<file path="config.mk">
export PLATFORM = sky130hd
export DESIGN_NAME = data_mem_arbiter_flat
export DESIGN_NICKNAME = d
export VERILOG_FILES = /design/src/rtl/data_mem_arbiter_if.sv /design/src/rtl/data_mem_arbiter.sv /design/src/flat_wrapper.sv
export SDC_FILE = /design/constraint.sdc
export NUM_CORES = 1
export LEC_CHECK = 0
export ABC_AREA = 0
export CORE_AREA = 2 2 229 231
export CTS_BUF_LIST = sky130_fd_sc_hd__clkbuf_2 sky130_fd_sc_hd__clkbuf_4 sky130_fd_sc_hd__clkbuf_8
export CTS_CLUSTER_SIZE = 16
export DETAILED_ROUTE_END_ITERATION = 16
export DIE_AREA = 0 0 231 233
export PLACE_DENSITY_LB_ADDON = 0.12
export SYNTH_ARGS = -nofsm -noshare
export SYNTH_HDL_FRONTEND = slang
export SYNTH_SLANG_ARGS = --single-unit
</file>
<file path="constraint.sdc">
create_clock -name clk_i -period 18.9 [get_ports clk_i]
set_input_delay 3.78 -clock clk_i [delete_from_list [all_inputs] [get_ports clk_i]]
set_output_delay 3.78 -clock clk_i [all_outputs]
set_load 0.03 [all_outputs]
</file>
<file path="src/rtl/data_mem_arbiter_if.sv">
// One requester's request/response channel into the data memory arbiter.
// The requester drives the master side and the arbiter implements the slave side.
interface data_mem_arbiter_if;
  logic        valid;
  logic        ready;
  logic        write;
  logic [63:0] addr;
  logic [63:0] wdata;
  logic        rsp_valid;
  logic        rsp_ready;
  logic [63:0] rsp_rdata;
  logic        rsp_err;

  modport master (
    output valid, write, addr, wdata, rsp_ready,
    input  ready, rsp_valid, rsp_rdata, rsp_err
  );

  modport slave (
    input  valid, write, addr, wdata, rsp_ready,
    output ready, rsp_valid, rsp_rdata, rsp_err
  );
endinterface

</file>
<file path="src/rtl/data_mem_arbiter.sv">
// Two-port arbiter in front of a byte-addressed 64-bit data memory.
// It allows one doubleword access in flight at a time: IDLE -> ACCESS -> RESP.
module data_mem_arbiter #(
  parameter int unsigned MemBytes = 64,
  parameter int unsigned PrioMode = 0
) (
  input  logic              clk_i,
  input  logic              rst_i,
  data_mem_arbiter_if.slave r0_io,
  data_mem_arbiter_if.slave r1_io,
  output logic [63:0]       mem_addr_o,
  output logic [63:0]       mem_wdata_o,
  output logic              mem_write_o,
  output logic              mem_read_o,
  input  logic [63:0]       mem_rdata_i
);

  localparam logic [63:0] MaxAddr = 64'(MemBytes) - 64'd8;

  typedef enum logic [1:0] {StIdle, StAccess, StResp} state_e;

  state_e      state_q, state_d;
  logic        rr_q, rr_d;  // port favoured when both request
  logic        id_q, id_d;
  logic [63:0] addr_q, addr_d;
  logic [63:0] wdata_q, wdata_d;
  logic        mem_write_q, mem_write_d;
  logic        mem_read_q, mem_read_d;
  logic [63:0] rsp_rdata_q, rsp_rdata_d;
  logic        rsp_err_q, rsp_err_d;

  logic        winner;
  logic        accept;
  logic        req_write;
  logic [63:0] req_addr;
  logic [63:0] req_wdata;
  logic        req_err;
  logic        rsp_hs;
  logic        rsp_valid0;
  logic        rsp_valid1;

  function automatic logic addr_err(input logic [63:0] a);
    return (a[2:0] != 3'b000) || (a > MaxAddr);
  endfunction

  always_comb begin
    if (r0_io.valid && !r1_io.valid) begin
      winner = 1'b0;
    end else if (r1_io.valid && !r0_io.valid) begin
      winner = 1'b1;
    end else if (PrioMode != 0) begin
      winner = 1'b0;
    end else begin
      winner = rr_q;
    end
  end

  // Ready is withheld while reset is asserted so every output reads 0 in reset.
  assign accept      = (state_q == StIdle) && !rst_i && (r0_io.valid || r1_io.valid);
  assign r0_io.ready = accept && !winner;
  assign r1_io.ready = accept && winner;

  assign req_write = winner ? r1_io.write : r0_io.write;
  assign req_addr  = winner ? r1_io.addr  : r0_io.addr;
  assign req_wdata = winner ? r1_io.wdata : r0_io.wdata;
  assign req_err   = addr_err(req_addr);

  assign rsp_hs = (state_q == StResp) && (id_q ? r1_io.rsp_ready : r0_io.rsp_ready);

  always_comb begin
    state_d     = state_q;
    rr_d        = rr_q;
    id_d        = id_q;
    addr_d      = addr_q;
    wdata_d     = wdata_q;
    mem_write_d = 1'b0;
    mem_read_d  = 1'b0;
    rsp_rdata_d = rsp_rdata_q;
    rsp_err_d   = rsp_err_q;
    unique case (state_q)
      StIdle: begin
        if (accept) begin
          state_d     = StAccess;
          id_d        = winner;
          rr_d        = ~winner;
          addr_d      = req_addr;
          wdata_d     = req_wdata;
          // Strobes are registered, so legality is decided as the request is latched.
          mem_write_d = req_write && !req_err;
          mem_read_d  = !req_write && !req_err;
        end
      end
      StAccess: begin
        state_d     = StResp;
        rsp_err_d   = addr_err(addr_q);
        rsp_rdata_d = mem_read_q ? mem_rdata_i : 64'd0;
      end
      StResp: begin
        if (rsp_hs) begin
          state_d = StIdle;
        end
      end
      default: state_d = StIdle;
    endcase
  end

  always_ff @(posedge clk_i or posedge rst_i) begin
    if (rst_i) begin
      state_q     <= StIdle;
      rr_q        <= 1'b0;
      id_q        <= 1'b0;
      addr_q      <= 64'd0;
      wdata_q     <= 64'd0;
      mem_write_q <= 1'b0;
      mem_read_q  <= 1'b0;
      rsp_rdata_q <= 64'd0;
      rsp_err_q   <= 1'b0;
    end else begin
      state_q     <= state_d;
      rr_q        <= rr_d;
      id_q        <= id_d;
      addr_q      <= addr_d;
      wdata_q     <= wdata_d;
      mem_write_q <= mem_write_d;
      mem_read_q  <= mem_read_d;
      rsp_rdata_q <= rsp_rdata_d;
      rsp_err_q   <= rsp_err_d;
    end
  end

  assign mem_addr_o  = addr_q;
  assign mem_wdata_o = wdata_q;
  assign mem_write_o = mem_write_q;
  assign mem_read_o  = mem_read_q;

  assign rsp_valid0 = (state_q == StResp) && !id_q;
  assign rsp_valid1 = (state_q == StResp) && id_q;

  assign r0_io.rsp_valid = rsp_valid0;
  assign r0_io.rsp_rdata = rsp_valid0 ? rsp_rdata_q : 64'd0;
  assign r0_io.rsp_err   = rsp_valid0 && rsp_err_q;
  assign r1_io.rsp_valid = rsp_valid1;
  assign r1_io.rsp_rdata = rsp_valid1 ? rsp_rdata_q : 64'd0;
  assign r1_io.rsp_err   = rsp_valid1 && rsp_err_q;

endmodule

</file>
<file path="src/flat_wrapper.sv">
// flat-port wrapper written by rule: the top's interface ports become plain ports
module data_mem_arbiter_flat 
#(
  parameter int unsigned MemBytes = 64,
  parameter int unsigned PrioMode = 0
)
  (clk_i, rst_i, mem_addr_o, mem_wdata_o, mem_write_o, mem_read_o, mem_rdata_i, r0_io_valid, r0_io_write, r0_io_addr, r0_io_wdata, r0_io_rsp_ready, r0_io_ready, r0_io_rsp_valid, r0_io_rsp_rdata, r0_io_rsp_err, r1_io_valid, r1_io_write, r1_io_addr, r1_io_wdata, r1_io_rsp_ready, r1_io_ready, r1_io_rsp_valid, r1_io_rsp_rdata, r1_io_rsp_err);
  data_mem_arbiter_if r0_io_i ();
  data_mem_arbiter_if r1_io_i ();
  input  logic clk_i;
  input  logic rst_i;
  output logic [63:0] mem_addr_o;
  output logic [63:0] mem_wdata_o;
  output logic mem_write_o;
  output logic mem_read_o;
  input  logic [63:0] mem_rdata_i;
  input wire logic [$bits(r0_io_i.valid)-1:0] r0_io_valid;
  input wire logic [$bits(r0_io_i.write)-1:0] r0_io_write;
  input wire logic [$bits(r0_io_i.addr)-1:0] r0_io_addr;
  input wire logic [$bits(r0_io_i.wdata)-1:0] r0_io_wdata;
  input wire logic [$bits(r0_io_i.rsp_ready)-1:0] r0_io_rsp_ready;
  output wire logic [$bits(r0_io_i.ready)-1:0] r0_io_ready;
  output wire logic [$bits(r0_io_i.rsp_valid)-1:0] r0_io_rsp_valid;
  output wire logic [$bits(r0_io_i.rsp_rdata)-1:0] r0_io_rsp_rdata;
  output wire logic [$bits(r0_io_i.rsp_err)-1:0] r0_io_rsp_err;
  input wire logic [$bits(r1_io_i.valid)-1:0] r1_io_valid;
  input wire logic [$bits(r1_io_i.write)-1:0] r1_io_write;
  input wire logic [$bits(r1_io_i.addr)-1:0] r1_io_addr;
  input wire logic [$bits(r1_io_i.wdata)-1:0] r1_io_wdata;
  input wire logic [$bits(r1_io_i.rsp_ready)-1:0] r1_io_rsp_ready;
  output wire logic [$bits(r1_io_i.ready)-1:0] r1_io_ready;
  output wire logic [$bits(r1_io_i.rsp_valid)-1:0] r1_io_rsp_valid;
  output wire logic [$bits(r1_io_i.rsp_rdata)-1:0] r1_io_rsp_rdata;
  output wire logic [$bits(r1_io_i.rsp_err)-1:0] r1_io_rsp_err;
  assign r0_io_i.valid = r0_io_valid;
  assign r0_io_i.write = r0_io_write;
  assign r0_io_i.addr = r0_io_addr;
  assign r0_io_i.wdata = r0_io_wdata;
  assign r0_io_i.rsp_ready = r0_io_rsp_ready;
  assign r0_io_ready = r0_io_i.ready;
  assign r0_io_rsp_valid = r0_io_i.rsp_valid;
  assign r0_io_rsp_rdata = r0_io_i.rsp_rdata;
  assign r0_io_rsp_err = r0_io_i.rsp_err;
  assign r1_io_i.valid = r1_io_valid;
  assign r1_io_i.write = r1_io_write;
  assign r1_io_i.addr = r1_io_addr;
  assign r1_io_i.wdata = r1_io_wdata;
  assign r1_io_i.rsp_ready = r1_io_rsp_ready;
  assign r1_io_ready = r1_io_i.ready;
  assign r1_io_rsp_valid = r1_io_i.rsp_valid;
  assign r1_io_rsp_rdata = r1_io_i.rsp_rdata;
  assign r1_io_rsp_err = r1_io_i.rsp_err;
  data_mem_arbiter #(.MemBytes(MemBytes), .PrioMode(PrioMode)) u_core (.clk_i(clk_i), .rst_i(rst_i), .r0_io(r0_io_i), .r1_io(r1_io_i), .mem_addr_o(mem_addr_o), .mem_wdata_o(mem_wdata_o), .mem_write_o(mem_write_o), .mem_read_o(mem_read_o), .mem_rdata_i(mem_rdata_i));
endmodule
</file>
==> impl_metrics.env, run 1 <==
export IMPL_hold_class="reg -> reg"
export IMPL_design_die_area_sq_mm=0.0538
export IMPL_first_pass_iters=5
export IMPL_ctsResizeCount=0
export IMPL_fin_area_sq_mm=0.0167
export IMPL_critical_path_top_delay_family="buffers and inverters"
export IMPL_wl_mm=50.2
export IMPL_seq_area_frac_synth_pct=50.4
export IMPL_skew_ns=0.0269
export IMPL_powerDensity_mw_per_mm2=121
export IMPL_hold_viol=0
export IMPL_clk_pin_slew_ns=0.10
export IMPL_grt_pass1_wl_mm=72.4
export IMPL_area_growth_pct=69.0
export IMPL_hold_ws_ns=0.497
export IMPL_crit_type="in -> out"
export IMPL_endpoint_kind="output pin"
export IMPL_nFillCells=5511
export IMPL_cts_buffers=17
export IMPL_crit_top_cell="clkdlybuf4s50_1"
export IMPL_drv_cap=0
export IMPL_tightest_slew_ns=1.15
export IMPL_final_common_cell="clkdlybuf4s50_1"
export IMPL_cts_root_buf="clkbuf_8"
export IMPL_synth_cell_type_count=33
export IMPL_die_w_microns=231
export IMPL_synth_edf_count=0
export IMPL_gp_congestion=0.827
export IMPL_outcome="complete, no violations"
export IMPL_ir_worst_vdd_v=0.0000609
export IMPL_dpl_cell_area_sq_mm=0.0164
export IMPL_core_area_sq_mm=0.0511
export IMPL_synth_async_reset_ratio_pct=100
export IMPL_cp_data_arrival_time_ns=6.12
export IMPL_cts_num_sinks=199
export IMPL_syn_avg_cell_area_sq_um=8.09
export IMPL_syn_area_sq_mm=0.00988
export IMPL_rows=83
export IMPL_seqCellArea_sq_mm=0.00498
export IMPL_io_buffer_count=591
export IMPL_yosys_warnings=0
export IMPL_multi_input_area_sq_mm=0.00450
export IMPL_yosysTopAreaCellShare_pct=50.4
export IMPL_synth_seq_cells=199
export IMPL_vias=10500
export IMPL_hpwl_mm=38.0
export IMPL_synthFlopType="dfrtp_1"
export IMPL_drive_above_1_share_pct=2.90
export IMPL_period_minus_slack_ns=9.90
export IMPL_r2r_slack_ns=15.75
export IMPL_grt_pass1_vias=10600
export IMPL_power_leakage_nw=6.50
export IMPL_synth_largest_area_cell="dfrtp_1"
export IMPL_ios=592
export IMPL_drc_errors=0
export IMPL_finalCritPeriodShare_pct=52.4
export IMPL_start_util_pct=19.3
export IMPL_slew_violations=0
export IMPL_fmax_ghz=0.101
export IMPL_crit_chain="clkdlybuf4s50_1 > nand2b_1 > a21oi_4 > buf_12 > nor2_1 > clkdlybuf4s50_1"
export IMPL_grt_use_total_pct=18.5
export IMPL_ant_nets=0
export IMPL_cp_num_buf_inv=3
export IMPL_rsz0062_at_grt="false"
export IMPL_tns_ns=0
export IMPL_post_cts_setup_buffers=0
export IMPL_crit_path_start_kind="input port"
export IMPL_antenna_found_initial=8
export IMPL_clk_path_buf_depth=2
export IMPL_slowest_stage="clkdlybuf4s50_1"
export IMPL_nNetsFinal=2074
export IMPL_insertion_delay_ns=0.58
export IMPL_routed_via_density=4.31
export IMPL_h_tree_depth=4
export IMPL_syn_nets=1549
export IMPL_die_y_microns=233
export IMPL_crit_fanout=137
export IMPL_synth_area_leaders="dfrtp_1, nand2_1, and2_1"
export IMPL_synth_cells=1221
export IMPL_postCtsHoldBufs=0
export IMPL_grt_ovfl_total=0
export IMPL_dr_first_iter_drc_count=579
export IMPL_grt_max_degree=139
export IMPL_max_stage_delay_ns=0.66
export IMPL_cts_tree="yes"
export IMPL_setup_viol=0
export IMPL_cp_data_required_time_ns=15.12
export IMPL_final_cell_mix="clkdlybuf4s50_1, nand2_1, dfrtp_1, nor2_1, and2_1"
export IMPL_slew_headroom_pct=23.3
export IMPL_avgRoutedWirePerCell_microns=20.5
## path summary, 6_finish.rpt
kind	start	endpoint	cells past startpoint
worst min-delay path	u_core.rsp_rdata_q[44]	u_core.rsp_rdata_q[44]	2
max in group asynchronous	rst_i	u_core.mem_read_o	4
worst max register to register	u_core.state_q[0]	u_core.mem_wdata_o[43]	5
worst min register to register	u_core.rsp_rdata_q[44]	u_core.rsp_rdata_q[44]	2
min in group asynchronous	rst_i	u_core.rsp_rdata_q[59]	2
worst max-delay path	r0_io_valid	r1_io_ready	6
## cell families (layout without fill, tap and decap cells)
family	after synthesis	in the layout	synth area share [%]
AND/OR/NAND/NOR	712	712	32.0
AO/OA/AOI/OAI	202	202	12.0
flip-flops	199	199	50.4
buffers and inverters	97	634	4.43
multiplexers	11	11	1.15
other	0	3	0
## worst reg2reg max path: cells and delay by family, from the launching register on
family / cells / cell delay [ns]
compound gates: 1 / 0.26
buf+inv: 3 / 1.80
simple gates: 1 / 0.51
flops: 1 / 0.42
## flip-flops by register name, indices dropped and copies added (netlist names)
| register | cells |
|---|---|
| u_core.mem_write_o | 1 |
| u_core.mem_read_o | 1 |
| u_core.id_q | 1 |
| u_core.state_q | 2 |
| u_core.mem_addr_o | 64 |
| u_core.rsp_rdata_q | 64 |
| u_core.mem_wdata_o | 64 |
| u_core.rr_q | 1 |
| u_core.rsp_err_q | 1 |
## final cells by class
class,instances,share of cell area (%)
Sequential cell,199,29.8
Antenna cell,3,0.0449
Multi-Input combinational cell,925,27.0
Tap cell,680,5.09
Inverter,4,0.165
Timing Repair Buffer,599,35.8
Clock inverter,7,0.285
Clock buffer,24,1.79
## metal layers
| metal | global-route usage, % | wire length (microns) | share of wire [%] | vias up |
|---|---|---|---|---|
| li1 | - | - | - | 5109 |
| met1 | 21.3 | 20600 | 41 | 4958 |
| met2 | 31.0 | 24100 | 48 | 400 |
| met3 | 7.77 | 4530 | 9.0 | 47 |
| met4 | 5.46 | 803 | 1.6 | 10 |
| met5 | 0 | 70 | 0.14 | - |
## Yosys cell counts (5+ instances only)
library cell,instances
nand2_1,380
dfrtp_1,199
nor2_1,135
and2_1,129
a31oi_1,122
o21ai_0,70
clkbuf_1,49
buf_2,35
nor4_1,34
nor3_1,13
mux2i_1,8
buf_4,6
nand4_1,5
or4_1,5
## per-stage QoR
| stage | cells | worst slack, ns | utilization (%) | total power, mW |
|---|---|---|---|---|
| 6_report | 2441 | 9.00 | 32.7 | 2.02 |
| 5_1_grt | 2440 | 8.94 | 32.7 | 2.15 |
| 4_1_cts | 2438 | 9.10 | 32.7 | 2.06 |
| 3_5_place_dp | 2407 | 9.12 | 32.0 | 1.76 |
| 3_3_place_gp | 2407 | 9.09 | 32.0 | 1.76 |
| 2_1_floorplan | 1221 | 9.69 | - | 1.24 |
## where the power goes
| group | total, mW | switching [mW] | internal [mW] | leakage [nW] |
|---|---|---|---|---|
| clock network | 0.276 | 0.172 | 0.104 | 0.180 |
| logic | 1.06 | 0.654 | 0.403 | 3.92 |
| registers | 0.685 | 0.121 | 0.564 | 2.40 |
| total | 2.02 | 0.947 | 1.07 | 6.50 |
Power figures use the tool's default switching activity.
==> inputs of run 2 (changes only) <==
Clock period 18.9 ns to 8.6 ns, I/O delays scaled along.
==> run 2 against run 1 <==
Routed wire length hardly changed; register-to-register slack worse by 11 ns; first-iteration DRC count is 6.9% lower; clock power is 140% higher; count of clock-buffer cells in the layout is 2 lower; largest power group unchanged; critical path type unchanged; die area stayed put.
==> impl_metrics.env, run 2 (synthesis gave the netlist of run 1 again) <==
export IMPL_nFillCells=5484
export IMPL_clk_pin_slew_ns=0.10
export IMPL_core_area_sq_mm=0.0511
export IMPL_gp_congestion=0.833
export IMPL_ir_worst_vdd_v=0.000163
export IMPL_first_pass_iters=7
export IMPL_antenna_found_initial=14
export IMPL_post_cts_setup_buffers=0
export IMPL_hold_class="reg -> reg"
export IMPL_met2_length_mm=24.1
export IMPL_min_to="u_core.rsp_rdata_q[10]"
export IMPL_cp_data_arrival_time_ns=3.91
export IMPL_nNetsFinal=2076
export IMPL_cts_tree="yes"
export IMPL_top_layer="met5"
export IMPL_die_y_microns=233
export IMPL_design_die_area_sq_mm=0.0538
export IMPL_dr_wl_met3_mm=4.70
export IMPL_fin_area_sq_mm=0.0168
export IMPL_cp_startpoint="r1_io_valid"
export IMPL_grt_pass1_vias=10500
export IMPL_hpwl_mm=38.4
export IMPL_avgRoutedWirePerCell_microns=20.5
export IMPL_swShare_pct=46.5
export IMPL_area_growth_pct=69.5
export IMPL_rows=83
export IMPL_ctsResizeCount=0
export IMPL_drive_above_1_share_pct=3.01
export IMPL_vias=10500
export IMPL_p_int_mw=2.40
export IMPL_holdCritStartpoint="u_core.rsp_rdata_q[10]"
export IMPL_grt_ovfl_total=0
export IMPL_crit_path_start_kind="input port"
export IMPL_dpl_cell_area_sq_mm=0.0164
export IMPL_cp_data_required_time_ns=6.88
export IMPL_final_common_cell="clkdlybuf4s50_1"
export IMPL_h_tree_depth=4
export IMPL_crit_type="in -> out"
export IMPL_m1WireLength_mm=20.3
export IMPL_endpoint_kind="output pin"
export IMPL_setup_viol=0
export IMPL_ant_nets=0
export IMPL_net_switching_power_mw=2.08
export IMPL_finalCritPeriodShare_pct=65.5
export IMPL_p_seq_share_pct=33.7
export IMPL_drv_cap=0
export IMPL_dr_first_iter_drc_count=539
export IMPL_outcome="complete, no violations"
export IMPL_tightest_slew_ns=1.15
export IMPL_tns_ns=0
export IMPL_period_minus_slack_ns=5.63
export IMPL_grt_use_total_pct=18.4
export IMPL_slew_headroom_pct=22.9
export IMPL_io_buffer_count=591
export IMPL_skew_ns=0.0119
export IMPL_grt_pass1_wl_mm=71.9
export IMPL_rsz0062_at_grt="false"
export IMPL_r2r_start="u_core.rr_q"
export IMPL_routed_via_density=4.31
export IMPL_wl_mm=50.2
export IMPL_power_leakage_nw=6.53
export IMPL_cts_num_sinks=199
export IMPL_start_util_pct=19.3
export IMPL_combPwrFrac_pct=51.8
export IMPL_cts_root_buf="clkbuf_8"
export IMPL_slew_violations=0
export IMPL_cts_buffers=17
export IMPL_min_path_cells=2
export IMPL_ios=592
export IMPL_drc_errors=0
export IMPL_clk_path_buf_depth=2
export IMPL_postCtsHoldBufs=0
export IMPL_hold_viol=0
export IMPL_r2r_slack_ns=5.18
export IMPL_die_w_microns=231
export IMPL_r2r_end="u_core.mem_write_o"
export IMPL_grt_max_degree=104
export IMPL_insertion_delay_ns=0.57
export IMPL_final_cell_mix="clkdlybuf4s50_1, nand2_1, dfrtp_1, nor2_1, and2_1"
export IMPL_fmax_ghz=0.178
export IMPL_powerDensity_mw_per_mm2=267
export IMPL_crit_fanout=14
export IMPL_worst_r2r_path_depth=8
export IMPL_power_frac_clock_pct=14.6
==> run 2: critical path: stages <==
cell             delay [ns]
clkdlybuf4s50_1        0.58
nor2_1                 0.08
or4_1                  0.40
buf_4                  0.22
nor2_1                 0.20
clkdlybuf4s50_1        0.71
==> run 2: how the worst max path moves through the flow <==
| stage | depth (start not counted) | to |
|---|---|---|
| after floorplan | 1 | u_core.id_q |
| after global placement | 6 | r1_io_ready |
| after detailed placement | 6 | r0_io_ready |
| after CTS | 6 | r0_io_ready |
| after global routing | 6 | r1_io_ready |
| final | 6 | r0_io_ready |
==> run 2: per-stage QoR <==
| step | hold WS, ns | utilization, % | cells | total power [mW] | setup WS (ns) |
|---|---|---|---|---|---|
| final | 0.502 | 32.8 | 2447 | 4.48 | 2.97 |
| after global routing | 0.533 | 32.8 | 2445 | 4.78 | 2.86 |
| after CTS | 0.507 | 32.8 | 2440 | 4.58 | 2.95 |
| after detailed placement | 0.484 | 32.0 | 2409 | 3.88 | 2.97 |
| after global placement | 0.472 | 32.0 | 2409 | 3.88 | 2.96 |
| after floorplan | 0.455 | - | 1221 | 2.73 | 1.45 |
==> run 2: power groups by stage <==
stage	logic, mW	clock network [mW]	registers, mW
4_1_cts	2.36	0.703	1.52
2_1_floorplan	0.695	0	2.03
5_1_grt	2.49	0.729	1.55
3_3_place_gp	2.36	0	1.52
3_5_place_dp	2.35	0	1.53
6_report	2.32	0.653	1.51
==> run 2: metal layers <==
metal | vias up | GRT usage [%]
met5 | - | 0
met4 | 16 | 6.05
met3 | 57 | 7.99
met2 | 426 | 30.6
met1 | 4914 | 21.2
li1 | 5123 | -
==> run 2: layout make-up <==
type	count	area [sq um]	area share [%]
antenna	7	17.5	0.105
clock buffer	22	278	1.66
clock inverter	9	103	0.612
inverter	4	27.5	0.164
multi-input combinational	925	4500	26.9
sequential	199	4980	29.7
tap	680	851	5.08
timing repair buffer	601	5990	35.8
==> inputs of run 3 (changes only) <==
Settings changed: CORE_AREA 2 2 229 231 to 2 2 230 232, DIE_AREA 0 0 231 233 to 0 0 232 234.
Clock period 8.6 ns to 5.64 ns, I/O delays scaled along.
==> run 3 against run 2 <==
Register-to-register slack got worse by 2.8 ns; global-route usage decreased by 0.33 points; critical path depth decreased by 1; sequential share of layout area decreased by 0.084 points; critical path type unchanged; highest routed layer unchanged.
==> impl_metrics.env, run 3 (synthesis gave the netlist of run 1 again) <==
export IMPL_clk_path_buf_depth=2
export IMPL_grt_pass1_wl_mm=71.0
export IMPL_die_y_microns=234
export IMPL_dpl_cell_area_sq_mm=0.0164
export IMPL_skew_ns=0.0177
export IMPL_gp_congestion=0.821
export IMPL_dr_first_iter_drc_count=541
export IMPL_core_area_sq_mm=0.0520
export IMPL_fmax_ghz=0.212
export IMPL_cts_tree="yes"
export IMPL_hpwl_mm=37.7
export IMPL_nNetsFinal=2075
export IMPL_ir_worst_vdd_v=0.000181
export IMPL_drc_errors=0
export IMPL_crit_fanout=14
export IMPL_ctsResizeCount=0
export IMPL_tightest_slew_ns=1.18
export IMPL_io_buffer_count=591
export IMPL_clk_pin_slew_ns=0.11
export IMPL_cts_num_sinks=199
export IMPL_vias=10500
export IMPL_wl_mm=49.6
export IMPL_grt_ovfl_total=0
export IMPL_avgRoutedWirePerCell_microns=20.2
export IMPL_final_common_cell="clkdlybuf4s50_1"
export IMPL_cts_buffers=17
export IMPL_design_die_area_sq_mm=0.0543
export IMPL_hold_class="reg -> reg"
export IMPL_grt_use_total_pct=18.1
export IMPL_holdCritStartpoint="u_core.rsp_rdata_q[42]"
export IMPL_tns_ns=0
export IMPL_outcome="complete, no violations"
export IMPL_ios=592
export IMPL_grt_max_degree=132
export IMPL_fin_util_pct=32.3
export IMPL_power_leakage_nw=6.52
export IMPL_setup_viol=0
export IMPL_h_tree_depth=4
export IMPL_post_cts_setup_buffers=0
export IMPL_hold_viol=0
export IMPL_cp_startpoint="r1_io_valid"
export IMPL_insertion_delay_ns=0.58
export IMPL_die_w_microns=232
export IMPL_routed_via_density=4.29
export IMPL_area_growth_pct=70.0
export IMPL_finalCritPeriodShare_pct=83.8
export IMPL_slew_headroom_pct=21.0
export IMPL_drv_cap=0
export IMPL_cts_root_buf="clkbuf_8"
export IMPL_start_util_pct=19.0
export IMPL_cp_data_required_time_ns=4.51
export IMPL_crit_type="in -> out"
export IMPL_slew_violations=0
export IMPL_powerDensity_mw_per_mm2=408
export IMPL_final_cell_mix="clkdlybuf4s50_1, nand2_1, dfrtp_1, nor2_1, and2_1"
export IMPL_postCtsHoldBufs=0
export IMPL_grt_pass1_vias=10300
export IMPL_fin_area_sq_mm=0.0168
export IMPL_period_minus_slack_ns=4.72
export IMPL_crit_path_start_kind="input port"
export IMPL_rsz0062_at_grt="false"
export IMPL_endpoint_kind="output pin"
export IMPL_antenna_found_initial=17
export IMPL_rows=84
export IMPL_drive_above_1_share_pct=2.90
export IMPL_first_pass_iters=6
export IMPL_finalPower_mw=6.86
export IMPL_r2r_start="u_core.rr_q"
export IMPL_cp_data_arrival_time_ns=3.60
export IMPL_ant_nets=0
[run 3: changes by cell type in the layout (fill, tap and decap cells not counted), sizes merged]
cell      delta
clkbuf       -4
clkinv       -3
clkinvlp     +3
inv          +2
buf          -1
bufinv       +1
diode        +1
[run 3: path summary, 6_finish.rpt]
| kind | slack (ns) | cells past startpoint | endpoint |
|---|---|---|---|
| worst min register to register | 0.50 | 2 | u_core.rsp_rdata_q[42] |
| max in group asynchronous | 3.59 | 3 | u_core.mem_addr_o[56] |
| worst min-delay path | 0.50 | 2 | u_core.rsp_rdata_q[42] |
| worst max-delay path | 0.92 | 5 | r0_io_ready |
| min in group asynchronous | 0.93 | 2 | u_core.mem_write_o |
| worst max register to register | 2.37 | 7 | u_core.mem_read_o |
[run 3: worst max-delay path, stage by stage]
cell and delay (ns):
clkdlybuf4s50_1 0.58, nor2_1 0.08, or4_1 0.73, nor2_1 0.30
clkdlybuf4s50_1 0.76
[run 3: final cells by class]
| cell class | count | area, sq um |
|---|---|---|
| Fill cell | 5613 | 35200 |
| Timing Repair Buffer | 600 | 6010 |
| Sequential cell | 199 | 4980 |
| Multi-Input combinational cell | 925 | 4500 |
| Tap cell | 688 | 861 |
| Clock buffer | 18 | 248 |
| Clock inverter | 12 | 151 |
| Inverter | 4 | 26.3 |
| Antenna cell | 8 | 20.0 |
[run 3: where the power goes]
group,leakage [nW],internal (mW),total (mW),switching (mW)
Clock,0.201,0.444,1.03,0.583
Combinational,3.92,1.35,3.54,2.19
Sequential,2.40,1.89,2.29,0.402
Total,6.52,3.68,6.86,3.18
[run 3: per-layer routing]
layer	wire length, microns	GRT usage, %
met1	20700	21.9
met2	23300	28.7
met4	1040	6.69
met3	4480	7.70
met5	129	0
[run 3: stage by stage]
step	worst slack, ns	instances	hold WS, ns
after floorplan	1.94	1221	0.455
after global placement	0.862	2416	0.470
after detailed placement	0.872	2416	0.477
after global routing	0.797	2450	0.534
final	0.915	2454	0.498
after CTS	0.862	2446	0.503
